`src/rtl/vga_fb_arbiter_pkg.sv`:
```
`default_nettype none
// +----------------------------------------------------------------------+
// | work_pkg : shared types and defaults for the VGA framebuffer arbiter |
// | Rev 1.0                                                              |
// +----------------------------------------------------------------------+
package work_pkg;

    localparam int FB_ADDR_W = 19;
    localparam int FB_DATA_W = 3;
    localparam int FB_SIZE   = 307200;

    typedef enum logic [1:0] {
        IDLE  = 2'd0,
        DRAIN = 2'd1,
        CLEAR = 2'd2
    } fb_arb_st_t;

endpackage
`default_nettype wire

```
`src/rtl/vga_fb_wq.sv`:
```
`default_nettype none
// +----------------------------------------------------------------------+
// | vga_fb_wq : synchronous write-queue FIFO with occupancy output       |
// | Rev 1.0                                                              |
// +----------------------------------------------------------------------+
module vga_fb_wq #(
    parameter int WIDTH = 22,
    parameter int DEPTH = 4
) (
    input  logic                     clk,
    input  logic                     rst_n,
    input  logic                     push,
    input  logic [WIDTH-1:0]         push_data,
    input  logic                     pop,
    output logic [WIDTH-1:0]         head,
    output logic                     full,
    output logic                     empty,
    output logic [$clog2(DEPTH):0]   level
);

    localparam int PTR_W = $clog2(DEPTH);
    localparam int LVL_W = PTR_W + 1;

    logic [WIDTH-1:0] mem [DEPTH];
    logic [PTR_W-1:0] wr_ptr;
    logic [PTR_W-1:0] rd_ptr;
    logic             do_push;
    logic             do_pop;

    assign full    = (level == LVL_W'(DEPTH));
    assign empty   = (level == '0);
    assign do_push = push & ~full;
    assign do_pop  = pop & ~empty;
    assign head    = mem[rd_ptr];

    // Power-of-two depth lets the pointers wrap naturally.
    always_ff @(posedge clk or negedge rst_n) begin
        if (!rst_n) begin
            wr_ptr <= '0;
            rd_ptr <= '0;
            level  <= '0;
        end else begin
            if (do_push) wr_ptr <= wr_ptr + PTR_W'(1);
            if (do_pop)  rd_ptr <= rd_ptr + PTR_W'(1);
            case ({do_push, do_pop})
                2'b10:   level <= level + LVL_W'(1);
                2'b01:   level <= level - LVL_W'(1);
                default: level <= level;
            endcase
        end
    end

    always_ff @(posedge clk) begin
        if (do_push) mem[wr_ptr] <= push_data;
    end

endmodule
`default_nettype wire

```
`src/rtl/vga_fb_arbiter.sv`:
```
`default_nettype none
// +----------------------------------------------------------------------+
// | vga_fb_arbiter : single-port framebuffer arbiter (scan-out / draw /  |
// | full-frame clear).  Rev 1.0                                          |
// +----------------------------------------------------------------------+
module vga_fb_arbiter #(
    parameter int ADDR_W   = work_pkg::FB_ADDR_W,
    parameter int DATA_W   = work_pkg::FB_DATA_W,
    parameter int FB_SIZE  = work_pkg::FB_SIZE,
    parameter int WQ_DEPTH = 4
) (
    input  logic                        clk,
    input  logic                        reset,
    input  logic                        rd_req,
    input  logic [ADDR_W-1:0]           rd_addr,
    output logic [DATA_W-1:0]           rd_data,
    output logic                        rd_valid,
    input  logic                        wr_req,
    input  logic [ADDR_W-1:0]           wr_addr,
    input  logic [DATA_W-1:0]           wr_data,
    output logic                        wr_ready,
    input  logic                        clr_req,
    input  logic [DATA_W-1:0]           clr_color,
    output logic                        clr_busy,
    output logic                        mem_en,
    output logic                        mem_we,
    output logic [ADDR_W-1:0]           mem_addr,
    output logic [DATA_W-1:0]           mem_wdata,
    input  logic [DATA_W-1:0]           mem_rdata,
    output logic [$clog2(WQ_DEPTH):0]   wq_level
);

    import work_pkg::*;

    localparam logic [ADDR_W-1:0] LAST_ADDR = ADDR_W'(FB_SIZE - 1);

    fb_arb_st_t               state;
    fb_arb_st_t               state_nx;
    logic [ADDR_W-1:0]        clr_cnt;
    logic [DATA_W-1:0]        clr_col;
    logic [ADDR_W-1:0]        addr_q;
    logic [DATA_W-1:0]        wdata_q;
    logic                     rd_p1;

    logic                     wq_full;
    logic                     wq_empty;
    logic                     wq_push;
    logic                     wq_pop;
    logic [ADDR_W+DATA_W-1:0] wq_head;

    logic                     rd_grant;
    logic                     clr_grant;
    logic                     acc_en;
    logic                     acc_we;
    logic [ADDR_W-1:0]        acc_addr;
    logic [DATA_W-1:0]        acc_wdata;

    // Grants are gated by reset so the RAM port goes quiet the instant reset asserts.
    assign rd_grant  = rd_req & reset;
    assign clr_grant = reset & ~rd_req & (state == CLEAR);
    assign wq_pop    = reset & ~rd_req & (state != CLEAR) & ~wq_empty;
    assign wr_ready  = ~wq_full & (state == IDLE);
    assign wq_push   = wr_req & wr_ready;
    assign clr_busy  = (state != IDLE);

    vga_fb_wq #(
        .WIDTH (ADDR_W + DATA_W),
        .DEPTH (WQ_DEPTH)
    ) u_wq (
        .clk       (clk),
        .rst_n     (reset),
        .push      (wq_push),
        .push_data ({wr_addr, wr_data}),
        .pop       (wq_pop),
        .head      (wq_head),
        .full      (wq_full),
        .empty     (wq_empty),
        .level     (wq_level)
    );

    always_comb begin
        acc_en    = 1'b0;
        acc_we    = 1'b0;
        acc_addr  = addr_q;
        acc_wdata = wdata_q;
        if (rd_grant) begin
            acc_en   = 1'b1;
            acc_addr = rd_addr;
        end else if (clr_grant) begin
            acc_en    = 1'b1;
            acc_we    = 1'b1;
            acc_addr  = clr_cnt;
            acc_wdata = clr_col;
        end else if (wq_pop) begin
            acc_en    = 1'b1;
            acc_we    = 1'b1;
            acc_addr  = wq_head[ADDR_W+DATA_W-1:DATA_W];
            acc_wdata = wq_head[DATA_W-1:0];
        end
    end

    assign mem_en    = acc_en;
    assign mem_we    = acc_we;
    assign mem_addr  = acc_addr;
    assign mem_wdata = acc_wdata;

    always_comb begin
        state_nx = state;
        case (state)
            IDLE:    if (clr_req) state_nx = DRAIN;
            DRAIN:   if (wq_empty) state_nx = CLEAR;
            CLEAR:   if (clr_grant && (clr_cnt == LAST_ADDR)) state_nx = IDLE;
            default: state_nx = IDLE;
        endcase
    end

    always_ff @(posedge clk or negedge reset) begin
        if (!reset) begin
            state    <= IDLE;
            clr_cnt  <= '0;
            clr_col  <= '0;
            addr_q   <= '0;
            wdata_q  <= '0;
            rd_p1    <= 1'b0;
            rd_valid <= 1'b0;
            rd_data  <= '0;
        end else begin
            state    <= state_nx;
            addr_q   <= acc_addr;
            wdata_q  <= acc_wdata;
            rd_p1    <= rd_grant;
            rd_valid <= rd_p1;
            if (rd_p1) rd_data <= mem_rdata;
            if ((state == IDLE) && clr_req) clr_col <= clr_color;
            if (clr_grant) clr_cnt <= (clr_cnt == LAST_ADDR) ? '0 : clr_cnt + ADDR_W'(1);
        end
    end

endmodule
`default_nettype wire

```
`config.mk`:
```
export PLATFORM = sky130hd
export DESIGN_NAME = vga_fb_arbiter
export DESIGN_NICKNAME = d
export VERILOG_FILES = /design/src/rtl/vga_fb_arbiter_pkg.sv /design/src/rtl/vga_fb_wq.sv /design/src/rtl/vga_fb_arbiter.sv
export SDC_FILE = /design/constraint.sdc
export NUM_CORES = 1
export LEC_CHECK = 0
export BUFFER_PORTS_ARGS = -buffer_cell sky130_fd_sc_hd__buf_2
export CAP_MARGIN = 0
export CORE_ASPECT_RATIO = 0.6
export CORE_MARGIN = 3
export CORE_UTILIZATION = 54
export CTS_CLUSTER_DIAMETER = 120
export CTS_CLUSTER_SIZE = 40
export DETAILED_ROUTE_END_ITERATION = 12
export PLACE_DENSITY = 0.75
export RECOVER_POWER = 50
export SYNTH_ARGS = -nofsm -noshare
export SYNTH_HDL_FRONTEND = slang
export SYNTH_SLANG_ARGS = --single-unit
export TNS_END_PERCENT = 20
```
`constraint.sdc`:
```
create_clock -name clk -period 3.2 [get_ports clk]
set_input_delay 0.64 -clock clk [delete_from_list [all_inputs] [get_ports clk]]
set_output_delay 0.64 -clock clk [all_outputs]
set_load 0.02 [all_outputs]
```
==> summary.txt, run 1 <==
Run status
  • Run status: finished, violations left
  • Violated checks: max-capacitance violations, max-slew violations

Critical path
  • Worst-path cell with the longest stage delay: dfrtp_1
  • FF-to-FF setup slack: 760 ps
  • Worst r2r src: state[0]$_DFFE_PN0P_
  • Most common cell on crit path: a21oi_1
  • Cell Chain, Critical Path: or3_1 > a21oi_1 > buf_4 > a221oi_1 > a21oi_1 > buf_2
  • End of the critical path: mem_addr[3]
  • Required time of the critical path: 2560 ps
  • Critical path's largest stage delay: 440 ps
  • Worst path bufs/invs: 2
  • Setup crit start: u_wq.level[0]$_DFFE_PN0P_
  • Worst EP arrival: 2430 ps
  • Worst-path fanout max: 19
  • WP depth: 6
  • CP Capture Type: primary output
  • Worst reg2reg path endpoint: u_wq.level[1]$_DFFE_PN0P_
  • Reg2Reg Depth: 8
  • CP Launch Type: flop
  • Kind of critical path: flop to primary output
  • CP delay by family, top: compound AO/OA/AOI/OAI gates

Power
  • Leak Pwr: 0.00285 uW
  • Maximum vdd drop: 0.459 mV
  • PD cells: 833 mW/mm2
  • Final Power: 6090 uW

Die
  • Chip width: 144 um
  • Core area: 0.0108 mm2
  • Standard-cell row count: 29
  • I/O pin count: 85
  • Die H: 88.6 um
  • Die ar.: 0.0127 mm2
  • Starting Density: 56.8%

Yosys
  • Ys flop type: edfxtp_1
  • Synth Warn #: 0
  • Ranking of synthesized cells by area: edfxtp_1, dfrtp_1, mux4_2
  • Post-synth top cells: edfxtp_1, dfrtp_1, nor2_1
  • Async SR Flop Fraction: 39.7%
  • Post-synth EDFFs: 88
  • Share of the synthesized area in the top cell type: 43.0%
  • Synthesized area: 0.00614 mm2
  • Syn Nets: 471
  • Synth Instances: 412
  • Syn_area_per_cell: 14.9 um2
  • Yosys reg bits: 146
  • Count leader, synth: edfxtp_1
  • Sequential element share of the synthesized area: 66.7%
  • Synth cell types: 54
  • Synth area leader: edfxtp_1

STA
  • Period utilization: 96.1%
  • Setup Viol. Count Final: 0
  • Worst-Margin Slew: 2340 ps
  • Slew Limit Fails: 44
  • Period minus WS final: 3070 ps
  • Setup Total Neg Slack: 0 ps
  • FMAX: 325 MHz
  • RSZ-0062 raised after global routing: false
  • Final Hold Vio Count: 0
  • Rel. slew slack: -55.9%
  • Clk_skew: 7.86 ps

Drt
  • WL final: 14100 um
  • Routed vias/inst: 6.00
  • Wire per inst: 21.1 um
  • TritonRoute pass-1 iters: 7
  • Antenna Violating Nets Remaining: 0
  • Initial DRC Count: 327
  • Via count: 3995
  • Residual DRC: 0

GRT
  • GRT Total Usage: 23.6%
  • Gr ovfl total: 0
  • Largest net degree at the start of global routing: 44
  • First-pass GRT wire length: 22000 um
  • Initial antenna violation count: 0
  • Number of global-route vias before repair: 4018

Clocking
  • Clock Tree Root: clkbuf_16
  • Reg clk slew, reported paths: 70 ps
  • Post-CTS setup buffer count: 0
  • H-tree depth: 4
  • Clk sink count: 146
  • Cts repair resizes: 0
  • Clk_lat worst skew: 420 ps
  • CTS buffer count: 17
  • Clock buffer depth: 2
  • TritonCTS clock tree: done
  • # hold bufs at CTS: 0

Final layout
  • Final #Nets: 573
  • Fill cell count: 764
  • Proportion of layout cells with a drive suffix above 1: 27.3%
  • Post-Layout Inst Area: 0.00731 mm2
  • Area Growth Syn to Fin: 19.0%
  • N_diodes: 0

Placed design
  • DP HPWL: 9530 um
  • IO Port Bufs: 84
  • Final Wtd Congestion: 0.778
  • Placed Area: 0.00676 mm2

Flow run
  • Number of max-cap violations: 1

Hold path
  • Min-Delay Path Class: input pin to asynchronous set/reset pin
[final cells by class]
| class | count | area, um2 | area share (%) |
|---|---|---|---|
| clock buffers | 18 | 439 | 6.01 |
| clock inverters | 14 | 161 | 2.21 |
| inverters | 11 | 41.3 | 0.565 |
| multi-input cells | 234 | 1870 | 25.7 |
| flip-flops and latches | 146 | 4090 | 56.0 |
| well taps | 139 | 174 | 2.38 |
| repair buffers | 104 | 522 | 7.14 |
[worst min-delay path by stage]
stage	cells past startpoint	to	startpoint	slack, ps
final	2	clr_col[1]$_DFFE_PN0P_	reset	300
after global routing	2	clr_col[1]$_DFFE_PN0P_	reset	310
after global placement	0	rd_valid$_DFF_PN0_	rd_p1$_DFF_PN0_	460
after CTS	2	clr_col[1]$_DFFE_PN0P_	reset	210
after floorplan	0	addr_q[0]$_DFF_PN0_	reset	340
after detailed placement	0	rd_valid$_DFF_PN0_	rd_p1$_DFF_PN0_	470
[layer usage]
| metal | global-route usage (%) | vias to the layer above | routed length (um) | share of wire (%) |
|---|---|---|---|---|
| met4 | 8.03 | 0 | 254 | 1.8 |
| met3 | 7.13 | 25 | 1060 | 7.5 |
| li1 | - | 1779 | - | - |
| met5 | 0 | - | 0 | 0 |
| met2 | 35.9 | 160 | 6560 | 47 |
| met1 | 33.3 | 2031 | 6210 | 44 |
[sequential cells by signal, indices dropped and copies added (netlist names)]
signal and cells:
addr_q 19, clr_cnt 19, clr_col 3, rd_data 3
rd_p1 1, rd_valid 1, state 2, u_wq.level 3
u_wq.mem 88, u_wq.rd_ptr 2, u_wq.wr_ptr 2, wdata_q 3
[logic make-up (layout without fill, tap and decap cells)]
family,after synthesis,count (layout),share of synthesized area (%)
AO/OA/AOI/OAI,56,56,6.30
XOR/XNOR,18,18,2.57
adder cells (fa/ha/maj),7,7,1.55
buffers and inverters,32,147,2.71
flip-flops,146,146,66.7
multiplexers,29,29,9.35
AND/OR/NAND/NOR,124,124,10.9
[worst reg2reg max path, delay by kind of cell, from the launching register on]
| kind | cells | cell delay (ps) |
|---|---|---|
| and+or+nand+nor | 2 | 620 |
| buffers and inverters | 2 | 130 |
| DFF | 1 | 430 |
| adders and majority gates | 2 | 610 |
| AOI/OAI and AO/OA | 2 | 570 |
[placed cells by master, fill, tap and decap left out, drive strengths merged, types with 6 or more instances in the layout]
| cell type | count |
|---|---|
| a21oi | 20 |
| xnor2 | 10 |
| xor2 | 8 |
| edfxtp | 88 |
| ha | 6 |
| clkbuf | 49 |
| buf | 73 |
| mux2 | 7 |
| nor2 | 35 |
| dfrtp | 58 |
| nand4 | 8 |
| a221oi | 16 |
| o31ai | 6 |
| inv | 19 |
| nand2 | 34 |
| mux4 | 22 |
| nand3 | 12 |
| and3 | 9 |
| nor3 | 6 |
[power by group]
group | switching [uW] | total [uW] | internal (uW)
clock network | 890 | 1960 | 1070
logic | 900 | 1580 | 677
registers | 212 | 2550 | 2340
[per-stage QoR]
stage | utilization [%] | instances | setup slack (ps) | hold WS (ps)
6_report | 67.6 | 666 | 126 | 302
2_1_floorplan | - | 412 | 739 | 344
5_1_grt | 67.6 | 666 | 26.5 | 310
3_3_place_gp | 62.5 | 634 | 608 | 456
4_1_cts | 68.1 | 666 | 155 | 215
3_5_place_dp | 62.5 | 634 | 528 | 465
Note: power is estimated with default switching activity, not from simulation.
==> run 2: changes to the inputs <==
--- a/config.mk
+++ b/config.mk
@@ -15,6 +15,7 @@
 export DETAILED_ROUTE_END_ITERATION = 12
 export PLACE_DENSITY = 0.75
 export RECOVER_POWER = 50
+export REMOVE_ABC_BUFFERS = 1
 export SYNTH_ARGS = -nofsm -noshare
 export SYNTH_HDL_FRONTEND = slang
 export SYNTH_SLANG_ARGS = --single-unit
==> run 2 against run 1 <==
  * The flow now finishes without violations
  * Worst setup slack improved by 13 ps
  * First-iteration DRC count unchanged
  * Critical path type unchanged
  * Maximum frequency increased by 0.43%
  * Clock skew decreased by 1.2 ps
  * Final cell count decreased by 0.45%
  * Design area decreased by 0.46%
  * Sequential cell count unchanged
  * Via count decreased by 1.4%
  * Utilization decreased by 0.31 points
  * Total power decreased by 1.1%
  * Global-route usage decreased by 0.58 points
==> summary.txt, run 2 (synthesis gave the netlist of run 1 again) <==
Drt
  • Routed vias/inst: 5.94
  • Wire per inst: 20.3 um
  • Antenna Violating Nets Remaining: 0
  • Residual DRC: 0
  • WL final: 13500 um
  • TritonRoute pass-1 iters: 6
  • Via count: 3938
  • Initial DRC Count: 327

STA
  • Setup Viol. Count Final: 0
  • Period utilization: 95.6%
  • Rel. slew slack: 21.3%
  • Final hold slack: 452 ps
  • Period minus WS final: 3060 ps
  • FMAX: 327 MHz
  • Clk_skew: 6.62 ps
  • Slew Limit Fails: 0
  • Worst-Margin Slew: 1180 ps
  • Final Hold Vio Count: 0
  • Setup Total Neg Slack: 0 ps
  • RSZ-0062 raised after global routing: false

Die
  • Chip width: 144 um
  • Standard-cell row count: 29
  • Die ar.: 0.0127 mm2
  • Starting Density: 56.8%
  • I/O pin count: 85
  • Core area: 0.0108 mm2
  • Die H: 88.6 um

Run status
  • Run status: finished, final reports clean

Critical path
  • Required time of the critical path: 2560 ps
  • CP Capture Type: primary output
  • Worst-path fanout max: 16
  • Kind of critical path: flop to primary output
  • FF-to-FF setup slack: 750 ps
  • CP Launch Type: flop
  • Worst EP arrival: 2420 ps

Clocking
  • Clk_lat worst skew: 420 ps
  • CTS buffer count: 17
  • Clock buffer depth: 2
  • Clock Tree Root: clkbuf_16
  • H-tree depth: 4
  • TritonCTS clock tree: done
  • Clk sink count: 146
  • Reg clk slew, reported paths: 60 ps
  • # hold bufs at CTS: 0

Power
  • Sw power: 1880 uW
  • P_int: 4140 uW
  • Flop pwr share: 42.4%
  • Comb pwr share: 26.1%
  • Sw Ratio: 31.2%
  • Final Power: 6020 uW
  • Maximum vdd drop: 0.456 mV
  • Leak Pwr: 0.00282 uW
  • Clock power frac: 31.5%
  • PD cells: 828 mW/mm2

GRT
  • Number of global-route vias before repair: 4062
  • Largest net degree at the start of global routing: 47
  • First-pass GRT wire length: 21700 um
  • Gr ovfl total: 0
  • GRT Total Usage: 23.1%
  • Initial antenna violation count: 0

Final layout
  • FF/Latch Area: 0.00409 mm2
  • Area of the multi-input gates: 0.00189 mm2
  • Register bank with the most flops: u_wq.mem
  • Non-filler instance count after layout: 663
  • Area Growth Syn to Fin: 18.4%
  • Final #Nets: 569
  • Commonest non-fill, non-tap cell in the layout: edfxtp_1
  • Max FFs per register: 88
  • Util after Layout: 67.3%
  • Commonest cells after routing, fill and taps aside: edfxtp_1, dfrtp_1, buf_2, nor2_1, nand2_1
  • Proportion of layout cells with a drive suffix above 1: 27.5%
  • Fill cell count: 781
  • Biggest regs: u_wq.mem x88, addr_q x19, clr_cnt x19

Placed design
  • Final Wtd Congestion: 0.874
  • Inst Count DP: 630
  • DP HPWL: 9150 um
  • IO Port Bufs: 84

Flow run
  • Number of max-cap violations: 0

Hold path
  • Min-Delay Path Class: flop to flop
## run 2: through the flow
stage / cell area [um2] / setup slack (ps)
after floorplan: 6020 / 6.08
after global placement: 6730 / 509
after detailed placement: 6730 / 475
after CTS: 7300 / 71.3
after global routing: 7270 / 39.1
final: 7270 / 140
## run 2: routing by layer
metal  wire (um)  up-vias  global-route usage [%]
met5           0        -                       0
met1        6160     1951                    34.1
li1            -     1770                       -
met4         231        0                    9.15
met2        5870      194                    33.4
met3        1220       23                    5.89
## run 2: final cells by class
type                            instances  share of cell area [%]
Antenna cell                            1                  0.0344
Clock inverter                         12                    1.48
Clock buffer                           20                    6.42
Timing Repair Buffer                  100                    6.88
Multi-Input combinational cell        234                    25.9
Inverter                               11                   0.568
Tap cell                              139                    2.39
Sequential cell                       146                    56.3
## run 2: power by group through the flow
stage / logic, uW / clock network [uW] / registers [uW]
after floorplan: 945 / 0 / 2620
after global placement: 1540 / 0 / 2570
after detailed placement: 1580 / 0 / 2580
after CTS: 1600 / 1910 / 2550
after global routing: 1710 / 2000 / 2590
final: 1570 / 1900 / 2550
## run 2: path summary, 6_finish.rpt
path / to / cells after the start / startpoint
worst max-delay path: mem_addr[15] / 6 / u_wq.level[0]$_DFFE_PN0P_
worst min register to register: rd_valid$_DFF_PN0_ / 0 / rd_p1$_DFF_PN0_
min in group asynchronous: state[0]$_DFFE_PN0P_ / 2 / reset
worst max register to register: u_wq.level[1]$_DFFE_PN0P_ / 8 / state[0]$_DFFE_PN0P_
worst min-delay path: rd_valid$_DFF_PN0_ / 0 / rd_p1$_DFF_PN0_
max in group asynchronous: rd_p1$_DFF_PN0_ / 2 / reset
## run 2: worst max-delay path, stage by stage (launching register included)
cell and delay [ps]:
dfrtp_1 440, or3_1 440, a21oi_1 220, buf_4 270
a221oi_1 120, a21oi_1 270, buf_2 220
## run 2: what timing repair did
action                                  in CTS  in global routing
endpoints found under the setup margin       0                  1
buffers inserted                             0                  0
gates resized for setup                      0                  1
endpoints found under the hold margin        0                  0
==> run 3: changes to the inputs <==
--- a/config.mk
+++ b/config.mk
@@ -13,7 +13,7 @@
 export CTS_CLUSTER_DIAMETER = 120
 export CTS_CLUSTER_SIZE = 40
 export DETAILED_ROUTE_END_ITERATION = 12
-export PLACE_DENSITY = 0.75
+export PLACE_DENSITY = 0.78
 export RECOVER_POWER = 50
 export REMOVE_ABC_BUFFERS = 1
 export SYNTH_ARGS = -nofsm -noshare
==> run 3 against run 2 <==
  * Utilization up 0.38 points
  * Sequential share of layout area shrank 0.32 points
  * Non-clock buffer count is 1 higher
  * Largest cell class unchanged
  * Critical path type is now input pin to primary output
  * Count of clock-buffer cells in the layout decreased by 3
==> summary.txt, run 3 (synthesis gave the netlist of run 1 again) <==
Run status
  • Run status: finished, final reports clean

STA
  • Worst-Margin Slew: 1340 ps
  • FMAX: 329 MHz
  • Setup Viol. Count Final: 0
  • Clk_skew: 14.9 ps
  • Setup Total Neg Slack: 0 ps
  • Rel. slew slack: 10.8%
  • RSZ-0062 raised after global routing: false
  • Period utilization: 95.0%
  • Period minus WS final: 3040 ps
  • Final Hold Vio Count: 0
  • Slew Limit Fails: 0

Critical path
  • CP Launch Type: input pin
  • Required time of the critical path: 2560 ps
  • Reg2Reg Depth: 8
  • Worst reg2reg path endpoint: u_wq.level[1]$_DFFE_PN0P_
  • Worst-path fanout max: 20
  • Worst EP arrival: 2400 ps
  • CP Capture Type: primary output
  • FF-to-FF setup slack: 820 ps
  • Kind of critical path: input pin to primary output
  • Worst r2r src: state[0]$_DFFE_PN0P_

Power
  • Leak Pwr: 0.00285 uW
  • Maximum vdd drop: 0.533 mV
  • PD cells: 839 mW/mm2

GRT
  • First-pass GRT wire length: 21500 um
  • Initial antenna violation count: 0
  • Gr ovfl total: 0
  • Largest net degree at the start of global routing: 53
  • GRT Total Usage: 23.2%
  • Number of global-route vias before repair: 3932

Die
  • Standard-cell row count: 29
  • Chip width: 144 um
  • I/O pin count: 85
  • Die H: 88.6 um
  • Starting Density: 56.8%
  • Die ar.: 0.0127 mm2
  • Core area: 0.0108 mm2

Drt
  • Antenna Violating Nets Remaining: 0
  • WL final: 13700 um
  • Routed vias/inst: 5.97
  • Via count: 3961
  • Initial DRC Count: 328
  • TritonRoute pass-1 iters: 5
  • Wire per inst: 20.7 um
  • Residual DRC: 0

Clocking
  • Clock buffer depth: 2
  • H-tree depth: 4
  • Clock Tree Root: clkbuf_16
  • CTS buffer count: 17
  • Reg clk slew, reported paths: 60 ps
  • # hold bufs at CTS: 0
  • Clk_lat worst skew: 420 ps
  • TritonCTS clock tree: done
  • Clk sink count: 146

Flow run
  • Number of max-cap violations: 0

Final layout
  • Util after Layout: 67.6%
  • Final #Nets: 570
  • Non-filler instance count after layout: 663
  • Area Growth Syn to Fin: 19.1%
  • Commonest non-fill, non-tap cell in the layout: edfxtp_1
  • Commonest cells after routing, fill and taps aside: edfxtp_1, dfrtp_1, buf_2, nor2_1, nand2_1
  • N_diodes: 0
  • Max FFs per register: 88
  • Register bank with the most flops: u_wq.mem
  • Proportion of layout cells with a drive suffix above 1: 28.1%
  • Biggest regs: u_wq.mem x88, addr_q x19, clr_cnt x19

Placed design
  • DP HPWL: 9360 um
  • Final Wtd Congestion: 0.887
  • IO Port Bufs: 84
  • Inst Count DP: 630

Hold path
  • Min-Delay Path Class: input pin to asynchronous set/reset pin
==> run 3: cell count changes in the layout (fill, tap and decap cells not counted), moves of 2 or more <==
cell,before,now
buf_4,14,16
clkbuf_8,3,0
inv_6,1,5
clkinvlp_4,5,1
clkinv_4,2,4
clkinv_2,2,0
clkbuf_1,28,26
inv_8,0,2
==> run 3: per-stage QoR <==
step	total power (uW)	setup slack, ps	hold WS, ps	cell area [um2]
after floorplan	3570	6.08	344	6020
after global placement	4120	269	439	6730
after detailed placement	4180	169	449	6730
after CTS	6180	106	71.2	7330
after global routing	6420	32.0	86.9	7310
final	6130	161	82.0	7310
==> run 3: critical path, stage by stage <==
cell and delay (ps):
buf_2 240, nor2b_1 290, nand3_4 150, inv_1 120, buf_4 270, nand2_1 90
a31oi_1 340, buf_2 240
==> run 3: metal layers <==
layer | vias up | share of wire (%) | track usage (%)
li1 | 1772 | - | -
met1 | 1983 | 44 | 34.6
met2 | 194 | 45 | 33.4
met3 | 12 | 8.8 | 5.62
met4 | 0 | 1.3 | 8.89
met5 | - | 0 | 0
==> run 3: how the worst max path moves through the flow <==
| stage | cells past startpoint | from | slack [ps] | endpoint |
|---|---|---|---|---|
| after global placement | 7 | reset | 270 | mem_addr[15] |
| after floorplan | 4 | reset | 6 | mem_addr[0] |
| after global routing | 7 | u_wq.level[0]$_DFFE_PN0P_ | 30 | mem_addr[16] |
| after CTS | 7 | u_wq.level[0]$_DFFE_PN0P_ | 110 | mem_addr[16] |
| after detailed placement | 8 | reset | 170 | mem_addr[18] |
| final | 8 | reset | 160 | mem_addr[18] |
==> run 3: repair_timing <==
action,CTS,global route
gates resized for setup,1,1
pin swaps,0,2
buffers inserted,0,1
setup endpoints to repair,1,1
==> run 3: power breakdown <==
part	internal, uW	switching (uW)
logic	684	934
registers	2340	190
clock network	1170	811
==> run 3: layout make-up <==
class / count / area (um2)
flip-flops and latches: 146 / 4090
fillers: 779 / 3500
multi-input cells: 234 / 1890
repair buffers: 101 / 513
clock buffers: 17 / 425
well taps: 139 / 174
clock inverters: 15 / 173
inverters: 11 / 41.3
